--- src/rtl/sprite_pkg.sv ---
// Shared types and screen constants for the sprite datapath.
// Sprite geometry and the visible-area limits used by the sprite blocks.
package sprite_pkg;

    localparam int SPR_SIZE = 32;
    localparam int H_VIS    = 640;
    localparam int V_VIS    = 480;

    typedef logic [9:0] coord_t;

    typedef struct packed {
        coord_t x;
        coord_t y;
        logic   flip;
    } sprite_pos_t;

endpackage

--- src/rtl/sprite_locator.sv ---
// Maps the VGA scan position into local sprite-ROM coordinates with a hit flag.
// The sprite origin is double-buffered and committed on frame_start so a frame never tears.
module sprite_locator
    import sprite_pkg::*;
#(
    parameter int SIZE     = SPR_SIZE,
    parameter int INIT_X   = 0,
    parameter int INIT_Y   = 0,
    parameter int ANIM_DIV = 8
) (
    input  logic       clk,
    input  logic       rst_n,
    input  logic [9:0] pix_x,
    input  logic [9:0] pix_y,
    input  logic       pix_valid,
    input  logic       frame_start,
    input  logic [9:0] pos_x,
    input  logic [9:0] pos_y,
    input  logic       pos_flip,
    input  logic       pos_we,
    output logic       pos_pending,
    output logic [9:0] horz,
    output logic [9:0] vert,
    output logic       sprite_hit,
    output logic       anim_sel
);

    localparam int          CNT_W   = (ANIM_DIV > 1) ? $clog2(ANIM_DIV) : 1;
    localparam logic [10:0] SIZE_W  = 11'(SIZE);
    localparam logic [10:0] SIZE_M1 = 11'(SIZE - 1);

    sprite_pos_t shadow;
    sprite_pos_t active;
    sprite_pos_t req;
    logic        pending;

    assign req = '{x: pos_x, y: pos_y, flip: pos_flip};

    // Position handshake: pos_we is a one-cycle write strobe with no back-pressure.
    // Every write is accepted; pos_pending stays high until frame_start commits it.
    // A write coinciding with frame_start bypasses the shadow and lands in active.
    always_ff @(posedge clk or negedge rst_n) begin
        if (!rst_n) begin
            shadow  <= '{x: coord_t'(INIT_X), y: coord_t'(INIT_Y), flip: 1'b0};
            active  <= '{x: coord_t'(INIT_X), y: coord_t'(INIT_Y), flip: 1'b0};
            pending <= 1'b0;
        end else begin
            if (pos_we) begin
                shadow <= req;
            end
            if (frame_start) begin
                if (pos_we) begin
                    active <= req;
                end else if (pending) begin
                    active <= shadow;
                end
                pending <= 1'b0;
            end else if (pos_we) begin
                pending <= 1'b1;
            end
        end
    end

    assign pos_pending = pending;

    logic [CNT_W-1:0] anim_cnt;
    logic             anim_q;

    always_ff @(posedge clk or negedge rst_n) begin
        if (!rst_n) begin
            anim_cnt <= '0;
            anim_q   <= 1'b0;
        end else if (frame_start) begin
            if (anim_cnt == CNT_W'(ANIM_DIV - 1)) begin
                anim_cnt <= '0;
                anim_q   <= ~anim_q;
            end else begin
                anim_cnt <= anim_cnt + CNT_W'(1);
            end
        end
    end

    assign anim_sel = anim_q;

    // S0: scan position capture.
    coord_t s0_x;
    coord_t s0_y;
    logic   s0_valid;

    always_ff @(posedge clk or negedge rst_n) begin
        if (!rst_n) begin
            s0_x     <= '0;
            s0_y     <= '0;
            s0_valid <= 1'b0;
        end else begin
            s0_x     <= pix_x;
            s0_y     <= pix_y;
            s0_valid <= pix_valid;
        end
    end

    // Differences are 11-bit two's complement; bit 10 set means left of / above the origin,
    // so origins near the right/bottom edge clip instead of wrapping.
    logic [10:0] dx;
    logic [10:0] dy;
    logic        in_x;
    logic        in_y;
    logic        hit_c;
    logic [9:0]  horz_c;
    logic [9:0]  vert_c;

    always_comb begin
        dx     = {1'b0, s0_x} - {1'b0, active.x};
        dy     = {1'b0, s0_y} - {1'b0, active.y};
        in_x   = !dx[10] && (dx < SIZE_W);
        in_y   = !dy[10] && (dy < SIZE_W);
        hit_c  = s0_valid && in_x && in_y;
        horz_c = '0;
        vert_c = '0;
        if (hit_c) begin
            horz_c = active.flip ? 10'(SIZE_M1 - dx) : dx[9:0];
            vert_c = dy[9:0];
        end
    end

    // S1: registered ROM address and hit flag.
    always_ff @(posedge clk or negedge rst_n) begin
        if (!rst_n) begin
            horz       <= '0;
            vert       <= '0;
            sprite_hit <= 1'b0;
        end else begin
            horz       <= horz_c;
            vert       <= vert_c;
            sprite_hit <= hit_c;
        end
    end

endmodule
--- config.mk ---
export PLATFORM = sky130hd
export DESIGN_NAME = sprite_locator
export DESIGN_NICKNAME = d
export VERILOG_FILES = /design/src/rtl/sprite_pkg.sv /design/src/rtl/sprite_locator.sv
export SDC_FILE = /design/constraint.sdc
export NUM_CORES = 1
export LEC_CHECK = 0
export ABC_CLOCK_PERIOD_IN_PS = 3400
export CORE_UTILIZATION = 53
export DETAILED_ROUTE_END_ITERATION = 8
export PLACE_DENSITY = 0.79
export SLEW_MARGIN = 10
export SYNTH_ARGS = -nofsm -noshare
export SYNTH_HDL_FRONTEND = slang
export SYNTH_SLANG_ARGS = --single-unit
export TNS_END_PERCENT = 1
--- constraint.sdc ---
create_clock -name clk -period 3.4 [get_ports clk]
set_clock_uncertainty 0.05 [all_clocks]
set_input_delay 0.85 -clock clk [delete_from_list [all_inputs] [get_ports clk]]
set_output_delay 0.85 -clock clk [all_outputs]
set_load 0.005 [all_outputs]
# == Yosys cells after proc, flatten, opt, wreduce, memory -nomap -nowiden ==
# Index checks and enable logic that the tools add are counted.
# totals
reg_bits,89
input_bits,46
word_cells,41
# classes
add_sub_neg,4
magnitude_cmp,2
n_eq_ne,1
n_mux,8
bitwise,1
reduce_logical,10
# op_table
operator,n
two-way mux 21 bit,2
two-way mux 10 bit,3
less-than comparator 11 x 6 -> 1 bit (second input constant),2
subtractor 10 x 10 -> 11 bit,2
subtractor 5 x 10 -> 10 bit (first input constant),1
logical AND 1 bit,4
AND reduction 2 bit,2
nonzero test 2 bit,2
adder 3 x 1 -> 3 bit (second input constant),1
== test 3 bit (second input constant),1
two-way mux 3 bit,1
logical NOT 1 bit,2
two-way mux 1 bit,2
inverter 1 bit,1

# == Longest topological paths before layout ==
# Gate-level depths: netlist of the first run.
# logic_depth
depth_word,6
ltp_mapped,15
mapped_depth_nobuf,14

# == Worst setup path after synthesis of the first run ==
# Ideal clock, no wire load.
# synth_timing
path_kind,register to register
startpoint,register s0_x[0]
endpoint,register horz[0]
setup_time_ns,0.080
arrival_time_ns,2.768
required_ns,3.270
path_slack_ns,0.502
stages_incl_launch_ff,16
n_path_buf,1
period_less_slack_ns,2.898
path_cell_list,dfrtp_1 > inv_1 > ha_1 > inv_1 > fa_1 > a211o_1 > a21oi_1 > o311ai_2 > inv_1 > ha_1 > o311ai_0 > nor3_1 > nand3_2 > a211o_1 > buf_6 > nor3_2
# synth_between
elab_chain_len,6
word_cells_on_any_way,9
classes_between,add/sub: 2; order compare: 1; mux: 2; reduce/logical: 4
# synth_rtl
item,line_no,text
start: declaration,sprite_locator.sv:86,coord_t s0_x;
start signal: assignment,sprite_locator.sv:96,s0_x <= pix_x;
subtractor 10 x 10 -> 11 bit *,sprite_locator.sv:113,"dx = {1'b0, s0_x} - {1'b0, active.x};"
less-than comparator 11 x 6 -> 1 bit / logical NOT 1 bit (equally long branches),sprite_locator.sv:115,in_x = !dx[10] && (dx < SIZE_W);
logical AND 1 bit,sprite_locator.sv:115,
logical AND 1 bit (2 in a row),sprite_locator.sv:117,hit_c = s0_valid && in_x && in_y;
two-way mux 10 bit *,sprite_locator.sv:120,if (hit_c) begin
net horz_c[0],sprite_locator.sv:109,logic [9:0] horz_c;
end signal: assignment,sprite_locator.sv:133,horz <= horz_c;
end: declaration,sprite_locator.sv:22,"output logic [9:0] horz,"
# The timed path passes the listed nets; every way through them passes the cells marked *.
# A chain may end at the register's enable or synchronous reset.

# == Worst setup path in the final report of the first run ==
# layout_timing
startpoint,register s0_x[0]
endpoint,register horz[1]
# Same word-level chain as after synthesis.

==> results.ini, run 1 <==
[finish]
antennaDiodeCount = 0
final_cell_mix = dfrtp_1, clkdlybuf4s50_1, a21oi_1, nor2_1, inv_1
layout-drive-gt1-share_pct = 17.56
final_nets = 493
nFillCells = 553
final_common_cell = dfrtp_1
area_growth_syn_to_layout_pct = 23.80

[critical_path]
cp_cell_sequence = inv_1 > ha_1 > inv_1 > fa_1 > a211o_1 > a21oi_1 > o311ai_2 > inv_1 > ha_1 > o311ai_0 > nor3_1 > nand3_2 > a211o_4 > nor3_2
critical_path_required_ns = 3.63
worstSetupEndpointType = register
cpMostUsedCell = inv_1
critPathLaunchType = register
crit_family = compound AO/OA/AOI/OAI gates
criticalPathCategory = register to register
cp_max_fo = 14
cp.arrival_ns = 3.35
critPathBufInv = 3
critPathMaxStageDelay_ns = 0.44
reg2reg_slack_ns = 0.28
crit_slowest_cell = fa_1

[power]
cellLeakagePower_nw = 2.258
totalPowerFinal_w = 0.002723
comb_power_share_pct = 28.6
sequentialPowerShare_pct = 44.4
power.switching_w = 0.0008490
p_clk_share_pct = 27.0
peakVddDrop_uv = 304.3
power_density_nw_per_um2 = 526.9
p_int_w = 0.001873
p_sw_share_pct = 31.18

[worst_hold_path]
hold_class = register to register

[sta]
tns_ns = 0
max_freq_ghz = 0.3204
relSlewSlack_pct = 26.88
setup_viol = 0
finalHoldViolCount = 0
drv_slew = 0
worstMarginPinSlew_ns = 1.097
fin_crit_sh_pct = 91.79
final.min_clock_period_ns = 3.121
hold_slack_ns = 0.4226
rsz0062_at_grt = no

[clock_network]
cts_hold_buf = 0
clk_pin_slew_ns = 0.09
cts_buffers = 9
clkSinkCount = 89
cts-root-buf = clkbuf_8
h-tree-depth = 3
cts_tree = yes
clk_latency_ns = 0.36
postCtsSetupBuffers = 0
cts_buffer_depth = 2
cts_resized = 0

[routing]
initialDrtViolationCount = 68
wl_mm = 7.844
drcViolationCount = 0
dr_total_vias = 2767
viasPerCell = 5.260
routed_wire_length_per_instance_um = 14.91
dr.pass1.iters = 4
ant_nets = 0

[grt]
grt_overflow = 0
grt_pass1_wl_mm = 13.41
grt_usage_pct = 21.09
antenna_found_initial = 0
grt_max_degree = 90
first_global_vias = 2878

[logic_synthesis]
ys_ff_latch = 89
seq_area_frac_synth_pct = 53.36
ys.flop_type = dfrtp_1
ys_warn_count = 0
synth-async-reset-ratio_pct = 100.0
synth_cell_types = 58
synth_edf_count = 0
syn-instance-count = 345
syn_avg_cell_area_sq_um = 12.10
syn_area_sq_um = 4174

[floorplan]
die_area_sq_um = 8235
die-height_um = 90.75
die_w_um = 90.75
floorplan.initialDensity_pct = 56.05
core_area_sq_um = 7447
rows = 31
ios = 69

[flow_run]
max_cap_violations = 0

[placement]
port_buffers = 68
place.gp.congestion = 0.8278
hpwl_mm = 5.739

[outcome]
status = completed

[stage by stage]
stage	cells	util (%)	worst slack [ns]	instance area, sq um
6_report	526	69.39	0.2792	5167
5_1_grt	526	69.39	0.04709	5167
2_1_floorplan	351	-	0.5021	4197
3_3_place_gp	510	66.57	0.2605	4957
4_1_cts	526	69.27	0.1078	5159
3_5_place_dp	510	66.57	0.1188	4957
[registers in the layout, summed over array words and instances, names as in the netlist]
signal,flops
sprite_hit,1
active,21
vert,10
pos_pending,1
s0_x,10
horz,10
anim_cnt,3
s0_y,10
shadow,21
s0_valid,1
anim_sel,1
[synth_stat cells (4+ instances only)]
cell | instances | area [sq um]
o21a_1 | 6 | 45.04
ha_1 | 23 | 287.8
clkbuf_1 | 4 | 15.01
mux2_2 | 26 | 292.8
nor3_1 | 6 | 30.03
dfrtp_1 | 89 | 2227
nor2_1 | 30 | 112.6
inv_1 | 27 | 101.4
xor2_1 | 5 | 43.79
a21oi_1 | 32 | 160.2
a21o_1 | 4 | 30.03
nand2_1 | 7 | 26.28
nor3_2 | 10 | 100.1
o21ai_1 | 4 | 20.02
xnor2_1 | 12 | 105.1
[layout make-up]
cell class              instances  area, sq um  share of cell area (%)
clock inverters                 7        77.57                   1.501
well taps                      99        123.9                   2.397
inverters                      27        101.3                   1.961
clock buffers                   9        123.9                   2.397
repair buffers                 71        700.7                   13.56
flip-flops and latches         89         2227                   43.10
multi-input cells             224         1813                   35.08
[worst paths after layout]
check / from / cells after the start / endpoint
setup / recovery: s0_x[0] / 14 / horz[1]
hold / removal: anim_sel / 1 / anim_sel
setup reg to reg: s0_x[0] / 14 / horz[1]
hold reg to reg: anim_sel / 1 / anim_sel
max in group asynchronous: rst_n / 1 / horz[3]
min in group asynchronous: rst_n / 1 / shadow[14]
[power by group through the flow]
stage / Clock, W / Combinational, W / Sequential, W
floorplan: 0 / 0.000571 / 0.00122
global placement: 0 / 0.000754 / 0.00123
detailed placement: 0 / 0.000773 / 0.00123
CTS: 0.000751 / 0.000782 / 0.00121
global route: 0.000800 / 0.000871 / 0.00122
finish: 0.000735 / 0.000778 / 0.00121
[per-layer routing]
layer | GRT usage [%] | vias up | routed length [um]
met5 | 0 | - | 0
met4 | 7.392 | 0 | 161
met3 | 5.724 | 11 | 301
met2 | 36.74 | 61 | 4009
met1 | 24.97 | 1337 | 3372
li1 | - | 1358 | -
[kinds of logic (layout without fill, tap and decap cells)]
logic type      Yosys count  count (layout)  share of synthesized area, %
flops                    89              89                         53.36
simple gates             70              70                         9.653
buf+inv                  38             114                         4.046
xor+xnor                 17              17                         3.567
mux                      28              28                         7.494
fa+ha+maj                25              25                         7.854
other cells               1               7                       0.08984
compound gates           77              77                         13.94
(Power assumes the default switching activity.)
==> run 2, diff against run 1 <==
--- a/config.mk
+++ b/config.mk
@@ -7,4 +7,5 @@
 export LEC_CHECK = 0
 export ABC_CLOCK_PERIOD_IN_PS = 3400
+export CAP_MARGIN = 5
 export CORE_UTILIZATION = 53
 export DETAILED_ROUTE_END_ITERATION = 8
==> constraint.sdc (replaced) <==
create_clock -name clk -period 3.4 [get_ports clk]
set_clock_uncertainty 0.05 [all_clocks]
set_input_delay 0.85 -clock clk [delete_from_list [all_inputs] [get_ports clk]]
set_output_delay 0.85 -clock clk [all_outputs]
set_load 0.01 [all_outputs]
==> results of run 2 <==
Same layout as run 1 (identical final DEF). Status: completed.
Among the figures that moved: total power 0.002723 W -> 0.002727 W
==> run 3, diff against run 2 <==
- CORE_UTILIZATION: 53 -> 25
- HOLD_SLACK_MARGIN: not set -> 0.06
- PLACE_DENSITY: 0.79 -> not set
- TNS_END_PERCENT: 1 -> 50
==> results.ini, run 3 (same netlist as run 1, synthesis figures left out) <==
[floorplan]
die_area_sq_um = 17220  ; was 8235 sq um
die-height_um = 131.2  ; was 90.75 um
rows = 46  ; was 31
ios = 69  ; unchanged
core_area_sq_um = 16120  ; was 7447 sq um
floorplan.initialDensity_pct = 25.90  ; was 56.05%
die_w_um = 131.2  ; was 90.75 um

[finish]
antennaDiodeCount = 0  ; unchanged
multi_input_area_sq_um = 1815  ; was 1813 sq um
final_common_cell = dfrtp_1  ; unchanged
nFillCells = 1615  ; was 553
utilization_pct = 33.63  ; was 69.39%
layout-drive-gt1-share_pct = 17.80  ; was 17.56%
final_nets = 493  ; unchanged
top_regs = active x21, shadow x21  ; unchanged
area_growth_syn_to_layout_pct = 29.83  ; was 23.80%
final_cell_count_no_fill = 643  ; was 526
seq_area_sq_um = 2227  ; unchanged
final_cell_mix = dfrtp_1, clkdlybuf4s50_1, a21oi_1, nor2_1, inv_1  ; unchanged

[placement]
place_inst = 627  ; was 510
port_buffers = 68  ; unchanged
hpwl_mm = 6.776  ; was 5.739 mm
place.gp.congestion = 0.8094  ; was 0.8278

[power]
p_clk_share_pct = 32.4  ; was 26.9%
power.switching_w = 0.0008870  ; was 0.0008534 W
comb_power_share_pct = 26.6  ; was 28.7%
cellLeakagePower_nw = 2.293  ; was 2.258 nW
power_density_nw_per_um2 = 545.7  ; was 527.7 nW/um^2
p_int_w = 0.002070  ; was 0.001874 W
sequentialPowerShare_pct = 41.0  ; was 44.4%
peakVddDrop_uv = 314.7  ; was 304.3 uV
p_sw_share_pct = 29.99  ; was 31.29%

[clock_network]
cts_buffer_depth = 2  ; unchanged
postCtsSetupBuffers = 0  ; unchanged
h-tree-depth = 3  ; unchanged
clk_pin_slew_ns = 0.07  ; was 0.09 ns
cts_hold_buf = 0  ; unchanged
cts_buffers = 9  ; unchanged
cts_tree = yes  ; unchanged
cts-root-buf = clkbuf_16  ; was clkbuf_8
clk_latency_ns = 0.34  ; was 0.36 ns
clkSinkCount = 89  ; unchanged

[worst_hold_path]
hold_class = input pin to asynchronous set/reset pin  ; was register to register

[critical_path]
criticalPathCategory = register to register  ; unchanged
cp.arrival_ns = 3.33  ; was 3.35 ns
reg2reg_to = horz[1]  ; unchanged
r2r_cells = 12  ; was 14
critPathLaunchType = register  ; unchanged
reg2reg_slack_ns = 0.27  ; was 0.28 ns
critical_path_required_ns = 3.59  ; was 3.63 ns
worstReg2RegStart = active[15]  ; was s0_x[0]
cp_max_fo = 14  ; unchanged
worstSetupEndpointType = register  ; unchanged

[grt]
grt_usage_pct = 11.20  ; was 21.09%
first_global_vias = 2964  ; was 2878
grt_pass1_wl_mm = 15.08  ; was 13.41 mm
grt_max_degree = 54  ; was 90
grt_overflow = 0  ; unchanged
antenna_found_initial = 0  ; unchanged

[sta]
tns_ns = 0  ; unchanged
drv_slew = 0  ; unchanged
worstMarginPinSlew_ns = 0.9188  ; was 1.097 ns
max_freq_ghz = 0.3191  ; was 0.3204 GHz
rsz0062_at_grt = no  ; unchanged
final.min_clock_period_ns = 3.134  ; was 3.121 ns
relSlewSlack_pct = 38.74  ; was 26.88%
finalHoldViolCount = 0  ; unchanged
fin_crit_sh_pct = 92.17  ; was 91.79%
setup_viol = 0  ; unchanged

[routing]
wl_mm = 8.869  ; was 7.844 mm
initialDrtViolationCount = 119  ; was 68
routed_wire_length_per_instance_um = 13.79  ; was 14.91 um
dr_total_vias = 2763  ; was 2767
drcViolationCount = 0  ; unchanged
viasPerCell = 4.297  ; was 5.260
ant_nets = 0  ; unchanged
dr.pass1.iters = 4  ; unchanged

[flow_run]
max_cap_violations = 0  ; unchanged

[outcome]
status = completed  ; unchanged

[run 3: repair_timing]
item / in CTS / in global routing
endpoints found under the setup margin: 0 / 14
gates resized for setup: 0 / 3
hold endpoints to repair: 0 / 0
[run 3: per-stage QoR]
step	total power, W	hold WS (ns)	setup WS, ns	cell area [sq um]
5_1_grt	0.003131	0.4365	0.04208	5419
6_report	0.002957	0.4211	0.2662	5419
2_1_floorplan	0.001794	0.4193	0.5021	4197
4_1_cts	0.002992	0.4260	0.08023	5408
3_3_place_gp	0.001993	0.4085	0.2234	5116
3_5_place_dp	0.002021	0.4126	0.09952	5116
[run 3: layer usage]
layer / vias to the layer above / global-route usage (%) / routed length [um]
met5: - / 0 / 0
met4: 0 / 4.510 / 218
met3: 20 / 2.623 / 365
met2: 73 / 18.88 / 4299
met1: 1316 / 13.70 / 3985
li1: 1354 / - / -
[run 3: worst max-delay path by stage]
stage / cells after the start / from / to / slack, ns
floorplan: 15 / s0_x[0] / horz[0] / 0.50
CTS: 14 / s0_x[0] / vert[3] / 0.08
global route: 12 / active[15] / vert[3] / 0.04
detailed placement: 14 / s0_x[0] / vert[3] / 0.1
finish: 12 / active[15] / horz[1] / 0.27
global placement: 14 / s0_x[0] / vert[2] / 0.22
[run 3: critical path, stage by stage, from the launching register on]
cell      delay (ns)
dfrtp_1         0.33
inv_1           0.05
ha_1            0.38
and2_4          0.20
a221oi_4        0.32
nand2_1         0.11
xnor2_1         0.29
ha_1            0.24
o311ai_0        0.13
nor3_1          0.23
nand3_2         0.10
a211o_4         0.42
nor3_2          0.19
[run 3: area by class of cell]
class	count	area share [%]
inverters	27	1.870
repair buffers	71	13.16
clock inverters	5	0.7158
well taps	216	4.987
clock buffers	11	4.664
multi-input cells	224	33.50
flip-flops and latches	89	41.10
[run 3: power by group through the flow]
stage / Sequential (W) / Combinational (W) / Clock (W)
after floorplan: 0.00122 / 0.000571 / 0
after global placement: 0.00123 / 0.000764 / 0
after detailed placement: 0.00123 / 0.000786 / 0
after CTS: 0.00121 / 0.000791 / 0.000987
after global routing: 0.00123 / 0.000881 / 0.00102
final: 0.00121 / 0.000787 / 0.000957
